**config.mk**
```make
export PLATFORM = sky130hd
export DESIGN_NAME = scan_chain_loader
export DESIGN_NICKNAME = d
export VERILOG_FILES = /design/src/rtl/fpga_cfg_pkg.sv /design/src/rtl/scan_piso.sv /design/src/rtl/scan_chain_loader.sv
export SDC_FILE = /design/constraint.sdc
export NUM_CORES = 1
export LEC_CHECK = 0
export CAP_MARGIN = 20
export CORE_ASPECT_RATIO = 1.1
export CORE_MARGIN = 4
export CORE_UTILIZATION = 37
export DETAILED_ROUTE_END_ITERATION = 10
export DONT_BUFFER_PORTS = 1
export GPL_ROUTABILITY_DRIVEN = 0
export SLEW_MARGIN = 40
export SYNTH_ARGS = -nofsm -noshare
export SYNTH_HDL_FRONTEND = slang
export SYNTH_SLANG_ARGS = --single-unit
```
**constraint.sdc**
```tcl
create_clock -name scan_clk -period 2.7 [get_ports scan_clk]
set_clock_uncertainty 0.2 [all_clocks]
set_input_delay 0.54 -clock scan_clk [delete_from_list [all_inputs] [get_ports scan_clk]]
set_output_delay 0.54 -clock scan_clk [all_outputs]
set_load 0.05 [all_outputs]
```
**src/rtl/fpga_cfg_pkg.sv**
```systemverilog
// fpga_cfg_pkg: shared types and constants for the configuration loader.
// Loader state encoding, default word width, 8x8 fabric chain length, clog2.
package fpga_cfg_pkg;

  typedef enum logic [1:0] {
    ST_IDLE  = 2'd0,
    ST_LOAD  = 2'd1,
    ST_SHIFT = 2'd2,
    ST_DONE  = 2'd3
  } ldr_state_e;

  localparam int CFG_WORD_WIDTH   = 32;
  localparam int FABRIC_CHAIN_LEN = 4096;

  // Width needed to count 0..v-1, never less than one bit.
  function automatic int clog2(input int v);
    int r;
    r = 1;
    for (int i = 1; i < 31; i++)
      if ((1 << i) < v) r = i + 1;
    return r;
  endfunction

endpackage

```
**src/rtl/scan_piso.sv**
```systemverilog
// scan_piso: word-wide parallel-load / shift-right register, LSB first.
// Ports: clk_i, rst_ni (sync), load_i, shift_i, data_i -> bit_o, last_o.
module scan_piso
  import fpga_cfg_pkg::*;
#(
  parameter int WORD_WIDTH = CFG_WORD_WIDTH
) (
  input  logic                  clk_i,
  input  logic                  rst_ni,
  input  logic                  load_i,
  input  logic                  shift_i,
  input  logic [WORD_WIDTH-1:0] data_i,
  output logic                  bit_o,
  output logic                  last_o
);

  localparam int IW = clog2(WORD_WIDTH);

  logic [WORD_WIDTH-1:0] sh_q, sh_d;
  logic [IW-1:0]         idx_q, idx_d;
  logic                  bit_q, bit_d;

  always_ff @(posedge clk_i) begin
    if (!rst_ni) begin
      sh_q  <= '0;
      idx_q <= '0;
      bit_q <= 1'b0;
    end else begin
      sh_q  <= sh_d;
      idx_q <= idx_d;
      bit_q <= bit_d;
    end
  end

  // bit_q is the bit on the wire; sh_q holds the bits still to come.
  always_comb begin
    sh_d  = sh_q;
    idx_d = idx_q;
    bit_d = bit_q;
    if (load_i) begin
      bit_d = data_i[0];
      sh_d  = data_i >> 1;
      idx_d = '0;
    end else if (shift_i) begin
      bit_d = sh_q[0];
      sh_d  = sh_q >> 1;
      idx_d = idx_q + 1'b1;
    end
  end

  assign bit_o  = bit_q;
  assign last_o = (idx_q == IW'(WORD_WIDTH - 1));

endmodule

```
**src/rtl/scan_chain_loader.sv**
```systemverilog
// scan_chain_loader: streams config words LSB-first into the fabric scan chain.
// Ports: scan_clk/scan_rst_n, cfg_start, cfg_data/valid/ready, conn_scan_en/in/out,
// cfg_busy, cfg_done, rb_data/rb_valid. Optional readback: SCAN_READBACK_EN.
module scan_chain_loader
  import fpga_cfg_pkg::*;
#(
  parameter int WORD_WIDTH   = CFG_WORD_WIDTH,
  parameter int CHAIN_LENGTH = FABRIC_CHAIN_LEN
) (
  input  logic                  scan_clk,
  input  logic                  scan_rst_n,
  input  logic                  cfg_start,
  input  logic [WORD_WIDTH-1:0] cfg_data,
  input  logic                  cfg_valid,
  output logic                  cfg_ready,
  output logic                  conn_scan_en,
  output logic                  conn_scan_in,
  input  logic                  conn_scan_out,
  output logic                  cfg_busy,
  output logic                  cfg_done,
  output logic [WORD_WIDTH-1:0] rb_data,
  output logic                  rb_valid
);

  localparam int CW = clog2(CHAIN_LENGTH + 1);

  ldr_state_e    state_q, state_d;
  logic [CW-1:0] chain_left_q, chain_left_d;
  logic          scan_en_q, scan_en_d;
  logic          load, shift, accept;
  logic          last_bit, chain_end;

  assign accept    = cfg_valid & cfg_ready;
  // chain_left counts bits not yet put on the wire
  assign chain_end = (chain_left_q == '0);

  always_ff @(posedge scan_clk) begin
    if (!scan_rst_n) begin
      state_q      <= ST_IDLE;
      chain_left_q <= '0;
      scan_en_q    <= 1'b0;
    end else begin
      state_q      <= state_d;
      chain_left_q <= chain_left_d;
      scan_en_q    <= scan_en_d;
    end
  end

  always_comb begin
    state_d      = state_q;
    chain_left_d = chain_left_q;
    scan_en_d    = scan_en_q;
    load         = 1'b0;
    shift        = 1'b0;
    unique case (state_q)
      ST_IDLE: begin
        if (cfg_start) begin
          state_d      = ST_LOAD;
          chain_left_d = CW'(CHAIN_LENGTH);
        end
      end
      ST_LOAD: begin
        if (accept) begin
          load         = 1'b1;
          scan_en_d    = 1'b1;
          state_d      = ST_SHIFT;
          chain_left_d = chain_left_q - 1'b1;
        end
      end
      ST_SHIFT: begin
        if (chain_end) begin
          state_d   = ST_DONE;
          scan_en_d = 1'b0;
        end else if (!last_bit) begin
          shift        = 1'b1;
          chain_left_d = chain_left_q - 1'b1;
        end else if (accept) begin
          load         = 1'b1;
          chain_left_d = chain_left_q - 1'b1;
        end else begin
          state_d   = ST_LOAD;
          scan_en_d = 1'b0;
        end
      end
      ST_DONE: state_d = ST_IDLE;
      default: state_d = ST_IDLE;
    endcase
  end

  always_comb begin
    cfg_ready = 1'b0;
    cfg_busy  = 1'b0;
    cfg_done  = 1'b0;
    unique case (state_q)
      ST_LOAD: begin
        cfg_ready = 1'b1;
        cfg_busy  = 1'b1;
      end
      ST_SHIFT: begin
        cfg_ready = last_bit & ~chain_end;
        cfg_busy  = 1'b1;
      end
      ST_DONE: cfg_done = 1'b1;
      default: cfg_ready = 1'b0;
    endcase
  end

  scan_piso #(
    .WORD_WIDTH(WORD_WIDTH)
  ) u_piso (
    .clk_i  (scan_clk),
    .rst_ni (scan_rst_n),
    .load_i (load),
    .shift_i(shift),
    .data_i (cfg_data),
    .bit_o  (conn_scan_in),
    .last_o (last_bit)
  );

  assign conn_scan_en = scan_en_q;

`ifdef SCAN_READBACK_EN
  localparam int IW = clog2(WORD_WIDTH);

  logic [WORD_WIDTH-1:0] rb_sh_q, rb_data_q, rb_word;
  logic [IW-1:0]         rb_cnt_q;
  logic                  rb_valid_q, rb_flush;

  assign rb_word  = rb_sh_q | (WORD_WIDTH'(conn_scan_out) << rb_cnt_q);
  // flush on a full word or on the final bit of the load
  assign rb_flush = (rb_cnt_q == IW'(WORD_WIDTH - 1)) || chain_end;

  always_ff @(posedge scan_clk) begin
    if (!scan_rst_n) begin
      rb_sh_q    <= '0;
      rb_data_q  <= '0;
      rb_cnt_q   <= '0;
      rb_valid_q <= 1'b0;
    end else begin
      rb_valid_q <= 1'b0;
      if (state_q == ST_IDLE && cfg_start) begin
        rb_sh_q  <= '0;
        rb_cnt_q <= '0;
      end else if (scan_en_q) begin
        if (rb_flush) begin
          rb_valid_q <= 1'b1;
          rb_data_q  <= rb_word;
          rb_sh_q    <= '0;
          rb_cnt_q   <= '0;
        end else begin
          rb_sh_q  <= rb_word;
          rb_cnt_q <= rb_cnt_q + 1'b1;
        end
      end
    end
  end

  assign rb_data  = rb_data_q;
  assign rb_valid = rb_valid_q;
`else
  logic rb_unused;
  assign rb_unused = conn_scan_out;
  assign rb_data   = '0;
  assign rb_valid  = 1'b0;
`endif

endmodule

```
==> results.cfg, run 1 <==
[timing]
min_period_ns = 2.60
tightest_slew_ns = 0.563
fin_crit_sh_pct = 96.3
finalSetupViolations = 0
tns_ns = 0
max_clock_freq_mhz = 384
drv_slew = 0
max_slew_margin_pct = 62.4
hold_violations = 0

[critical_path]
cp_cell_sequence = inv_1 > ha_2 > buf_6 > inv_1 > nor2_1 > buf_4
cp.buffers_inverters = 4
rr_startpoint = chain_left_q[0]
cp.arrival_ns = 1.86
cp_top_family = buffers and inverters
crit_top_cell = inv_1
critPathCaptureType = primary output
reg2reg_slack_ns = 0.18
critPathKind = register to primary output
worstRegToRegCells = 8
crit_path_max_fanout = 6
required_ns = 1.96
cp-start-kind = register
r2r_end = chain_left_q[11]
cp_slowest_stage_delay_ns = 0.43
crit_slowest_cell = ha_2

[cts]
worstSkewPairLatency_ns = 0.31
clockBufferDepth = 2
clkTransAtPathRegs_ns = 0.10
cts-root-buf = clkbuf_8
cts.sinks = 53
cts_tree = done
numCtsBuffers = 5
htree_levels = 2

[yosys]
ys_top_cells_by_area = dfxtp_1, nand2_1, buf_4
synth_seq_cells = 53
ys_seq_area_share_pct = 35.4
post-synth-top-area-cell = dfxtp_1
async_reset_ff_share_pct = 0
synth_warnings = 0
synth_common_cells = nand2_1, dfxtp_1, a31oi_1, o21ai_0, buf_4
synth_ff_type = dfxtp_1
synth_cells = 387
syn_avg_cell_area_um2 = 7.75
synth.top_cell.area_share_pct = 35.4
synth-edff-count = 0
synth_cell_type_count = 52
yosysMostFrequentCell = nand2_1
netlist_area_um2 = 3000

[layout]
insertedDiodeCount = 0
fin_util_pct = 40.7
fill_cells = 829
instances_no_fill = 501
area_growth_pct = 7.30
drive_gt1_share_pct = 11.2
fin_nets = 437

[die]
die_area_um2 = 9610
start_util_pct = 37.9
die_x_um = 93.8
chipHeight_um = 102
rows = 34
core_area_um2 = 7910
pin_count = 75

[placement]
dp_cells = 489
dpl.hpwl_mm = 4.91
port_buffers = 0

[flow_run]
drv_cap = 0

[route]
vias_per_cell = 5.23
wire_per_inst_um = 14.1
drc_errors = 0
first_iter_violations = 226
via_count = 2618
routed_wl_mm = 7.05
final_antenna_net_count = 0
drtPass1Iterations = 4

[power]
p_leak_nw = 1.19
p_per_area_nw_per_um2 = 943
peakVddDrop_uv = 507

[global_route]
grt_pass1_wl_mm = 11.5
grt_overflow = 0
grt.total_usage_pct = 14.8
grt_max_degree = 43
antenna_found_initial = 0
first_global_vias = 2391

[hold_path]
worstHoldEndpoint = u_piso.sh_q[30]
hp-start = cfg_data[31]
hp-class = input port to register
hold_depth = 2

[status]
status = finished, final reports clean
final cells by class:
class / instances / area (um2) / share of cell area (%)
clock inverters: 3 / 26.3 / 0.817
repair buffers: 22 / 219 / 6.81
flip-flops and latches: 53 / 1060 / 33.0
well taps: 108 / 135 / 4.20
multi-input cells: 298 / 1660 / 51.6
inverters: 12 / 45.0 / 1.40
clock buffers: 5 / 68.8 / 2.14
through the flow:
step | total power, mW | instance area, um2 | worst slack, ns | hold WS, ns
finish | 3.03 | 3220 | 0.0991 | 0.156
global route | 3.24 | 3220 | -0.0592 | 0.150
CTS | 2.92 | 3180 | 0.0328 | 0.150
detailed placement | 2.43 | 3080 | 0.182 | 0.257
global placement | 2.41 | 3080 | 0.210 | 0.253
floorplan | 2.12 | 3120 | 0.0638 | 0.241
report_power, final:
group | leakage, nW | total [mW] | switching (mW) | internal, mW
sequential | 0.429 | 1.01 | 0.106 | 0.901
clock | 0.0423 | 0.478 | 0.289 | 0.189
combinational | 0.721 | 1.55 | 0.974 | 0.575
total | 1.19 | 3.03 | 1.37 | 1.67
registers in the layout (all words and copies together), names as in the netlist:
signal	flops
conn_scan_en	1
u_piso.idx_q	5
u_piso.bit_o	1
u_piso.sh_q	31
state_q	2
chain_left_q	13
layer usage:
layer | track usage (%) | up-vias | routed length [um]
met4 | 4.67 | 0 | 118
li1 | - | 1316 | -
met5 | 0 | - | 0
met2 | 24.6 | 81 | 3480
met3 | 2.87 | 15 | 405
met1 | 19.4 | 1206 | 3040
worst max path at each step:
stage / startpoint / cells after the start / end
finish: state_q[1] / 6 / cfg_ready
global route: chain_left_q[1] / 7 / cfg_ready
CTS: state_q[0] / 6 / cfg_ready
detailed placement: chain_left_q[0] / 8 / chain_left_q[11]
global placement: chain_left_q[0] / 8 / chain_left_q[11]
floorplan: state_q[0] / 4 / cfg_ready
logic make-up (layout without fill, tap and decap cells):
logic type | after synthesis | in the layout | share of synthesized area (%)
other | 1 | 33 | 0.125
AO/OA/AOI/OAI | 119 | 119 | 25.5
AND/OR/NAND/NOR | 132 | 132 | 20.5
buffers and inverters | 68 | 42 | 13.4
XOR/XNOR | 5 | 5 | 1.46
multiplexers | 1 | 1 | 0.334
flip-flops | 53 | 53 | 35.4
adder cells (fa/ha/maj) | 8 | 8 | 3.34
cells in the final DEF (no fill, tap or decap), types with 5 or more instances in the layout:
| cell type | n |
|---|---|
| clkbuf_8 | 5 |
| nand3_1 | 5 |
| a21oi_1 | 12 |
| dfxtp_1 | 52 |
| conb_1 | 33 |
| ha_1 | 6 |
| o211ai_1 | 5 |
| a31oi_1 | 36 |
| nand2_1 | 78 |
| inv_1 | 12 |
| o21ai_0 | 36 |
| nor3_1 | 7 |
| buf_4 | 17 |
| nor2_1 | 17 |
timing repair:
action,in CTS,in global routing
gates resized for setup,1,3
setup buffers,0,4
hold buffers,0,0
endpoints found under the setup margin,1,1
hold endpoints to repair,0,0
pin swaps,0,1
worst register-to-register path: cells and delay by family (launching register included):
kind                     cells  cell delay, ns
AO/OA/AOI/OAI                3            0.90
buffers and inverters        2            0.23
AND/OR/NAND/NOR              2            0.44
adder cells (fa/ha/maj)      1            0.23
flip-flops                   1            0.39
Note: power is estimated with default switching activity, not from simulation.
==> run 2, diff against run 1 <==
- PLACE_DENSITY: unset -> 0.6
- clock period: 2.7 -> 2.9 ns (I/O delays scaled with it)
==> results.cfg, run 2 (same netlist as run 1, synthesis figures left out) <==
[route]
vias_per_cell = 5.18
drtPass1Iterations = 4
wire_per_inst_um = 13.6
final_antenna_net_count = 0
via_count = 2527
routed_wl_mm = 6.64
drc_errors = 0
first_iter_violations = 186

[die]
rows = 34
die_x_um = 93.8
start_util_pct = 37.9
pin_count = 75
die_area_um2 = 9610
core_area_um2 = 7910
chipHeight_um = 102

[timing]
hold_violations = 0
max_clock_freq_mhz = 372
rsz0062_at_grt = no
max_slew_margin_pct = 62.9
min_period_ns = 2.69
tns_ns = 0
drv_slew = 0
tightest_slew_ns = 0.557
finalSetupViolations = 0
fin_crit_sh_pct = 92.6
finalWorstSetupSlack_ns = 0.214

[power]
p_int_mw = 1.50
power.share.clock_pct = 18.6
peakVddDrop_uv = 375
pwr-share-comb_pct = 46.6
p_per_area_nw_per_um2 = 869
total_power_mw = 2.69
swShare_pct = 44.3
p_leak_nw = 1.13
p_sw_mw = 1.19
seq_power_share_pct = 34.9

[layout]
fin_nets = 424
largest_register_ffs = 31
top_regs = u_piso.sh_q (31), chain_left_q (13), u_piso.idx_q (5)
layout_common_cells = nand2_1, dfxtp_1, a31oi_1, o21ai_0, conb_1
area_growth_pct = 3.42
layout_commonest_cell = nand2_1
insertedDiodeCount = 0
drive_gt1_share_pct = 7.11
fill_cells = 840
final_area_um2 = 3100
regMostFlops = u_piso.sh_q
fin_util_pct = 39.2

[cts]
htree_levels = 2
clkTransAtPathRegs_ns = 0.09
clockBufferDepth = 2
postCtsSetupRepairBufs = 0
ctsHoldBuffers = 0
cts.sinks = 53
worstSkewPairLatency_ns = 0.30
cts.repair.resized = 0
cts-root-buf = clkbuf_8
numCtsBuffers = 5
cts_tree = done

[critical_path]
rr_startpoint = chain_left_q[0]
crit_path_max_fanout = 11
reg2reg_slack_ns = 0.33
r2r_end = chain_left_q[11]
timing.critical_path.to = cfg_ready
required_ns = 2.12
worstRegToRegCells = 8
crit_path_start = chain_left_q[7]
cp-start-kind = register
critPathKind = register to primary output
cp.arrival_ns = 1.91
critPathCaptureType = primary output

[flow_run]
drv_cap = 0

[placement]
port_buffers = 0
dp_slack_ns = 0.361
dpl.hpwl_mm = 4.62
dpl_cell_area_um2 = 2990

[hold_path]
hp-class = input port to register

[global_route]
grt.total_usage_pct = 13.9
grt_overflow = 0
antenna_found_initial = 0
grt_max_degree = 60
first_global_vias = 2283
grt_pass1_wl_mm = 10.9

[status]
status = finished, final reports clean
[run 2: cell types whose count changed in the layout (fill, tap and decap cells not counted), sizes merged]
| cell | change |
|---|---|
| bufinv | +1 |
| clkinv | +1 |
| inv | -1 |
| clkbuf | +1 |
| buf | -13 |
| clkinvlp | -2 |
[run 2: stage by stage]
stage / cells / hold slack, ns
detailed placement: 480 / 0.256
global placement: 480 / 0.249
global route: 488 / 0.196
CTS: 488 / 0.201
floorplan: 419 / 0.241
finish: 488 / 0.212
[run 2: worst max-delay path: stages, from the launching register on]
cell and delay [ns]:
dfxtp_1 0.44, nor4_4 0.40, nand4_1 0.13, buf_4 0.20, a31oi_1 0.18, nor2_1 0.06
buf_4 0.18
[run 2: how the worst min path moves through the flow]
stage / start / endpoint / slack [ns] / cells past startpoint
floorplan: u_piso.idx_q[4] / u_piso.idx_q[4] / 0.24 / 2
global placement: u_piso.idx_q[4] / u_piso.idx_q[4] / 0.25 / 2
detailed placement: u_piso.idx_q[4] / u_piso.idx_q[4] / 0.26 / 2
CTS: scan_rst_n / u_piso.sh_q[9] / 0.20 / 2
global route: scan_rst_n / u_piso.sh_q[8] / 0.20 / 2
finish: scan_rst_n / u_piso.sh_q[5] / 0.21 / 2
[run 2: power groups by stage]
stage	sequential, mW	combinational [mW]	clock, mW
floorplan	0.931	1.04	0
global placement	0.951	1.24	0
detailed placement	0.955	1.25	0
CTS	0.940	1.25	0.523
global route	0.957	1.39	0.551
finish	0.940	1.25	0.500
[run 2: area by class of cell]
cell class	instances	area, um2	area share [%]
clock buffer	6	72.6	2.34
sequential	53	1060	34.2
multi-input combinational	298	1660	53.4
timing repair buffer	9	92.6	2.99
tap	108	135	4.36
inverter	12	45.0	1.45
clock inverter	2	38.8	1.25
[run 2: metal layers]
metal / track usage, % / up-vias / routed length [um]
met5: 0 / - / 0
met4: 3.67 / 0 / 60
met3: 3.17 / 6 / 414
met2: 22.8 / 58 / 3160
met1: 18.6 / 1176 / 3000
li1: - / 1287 / -
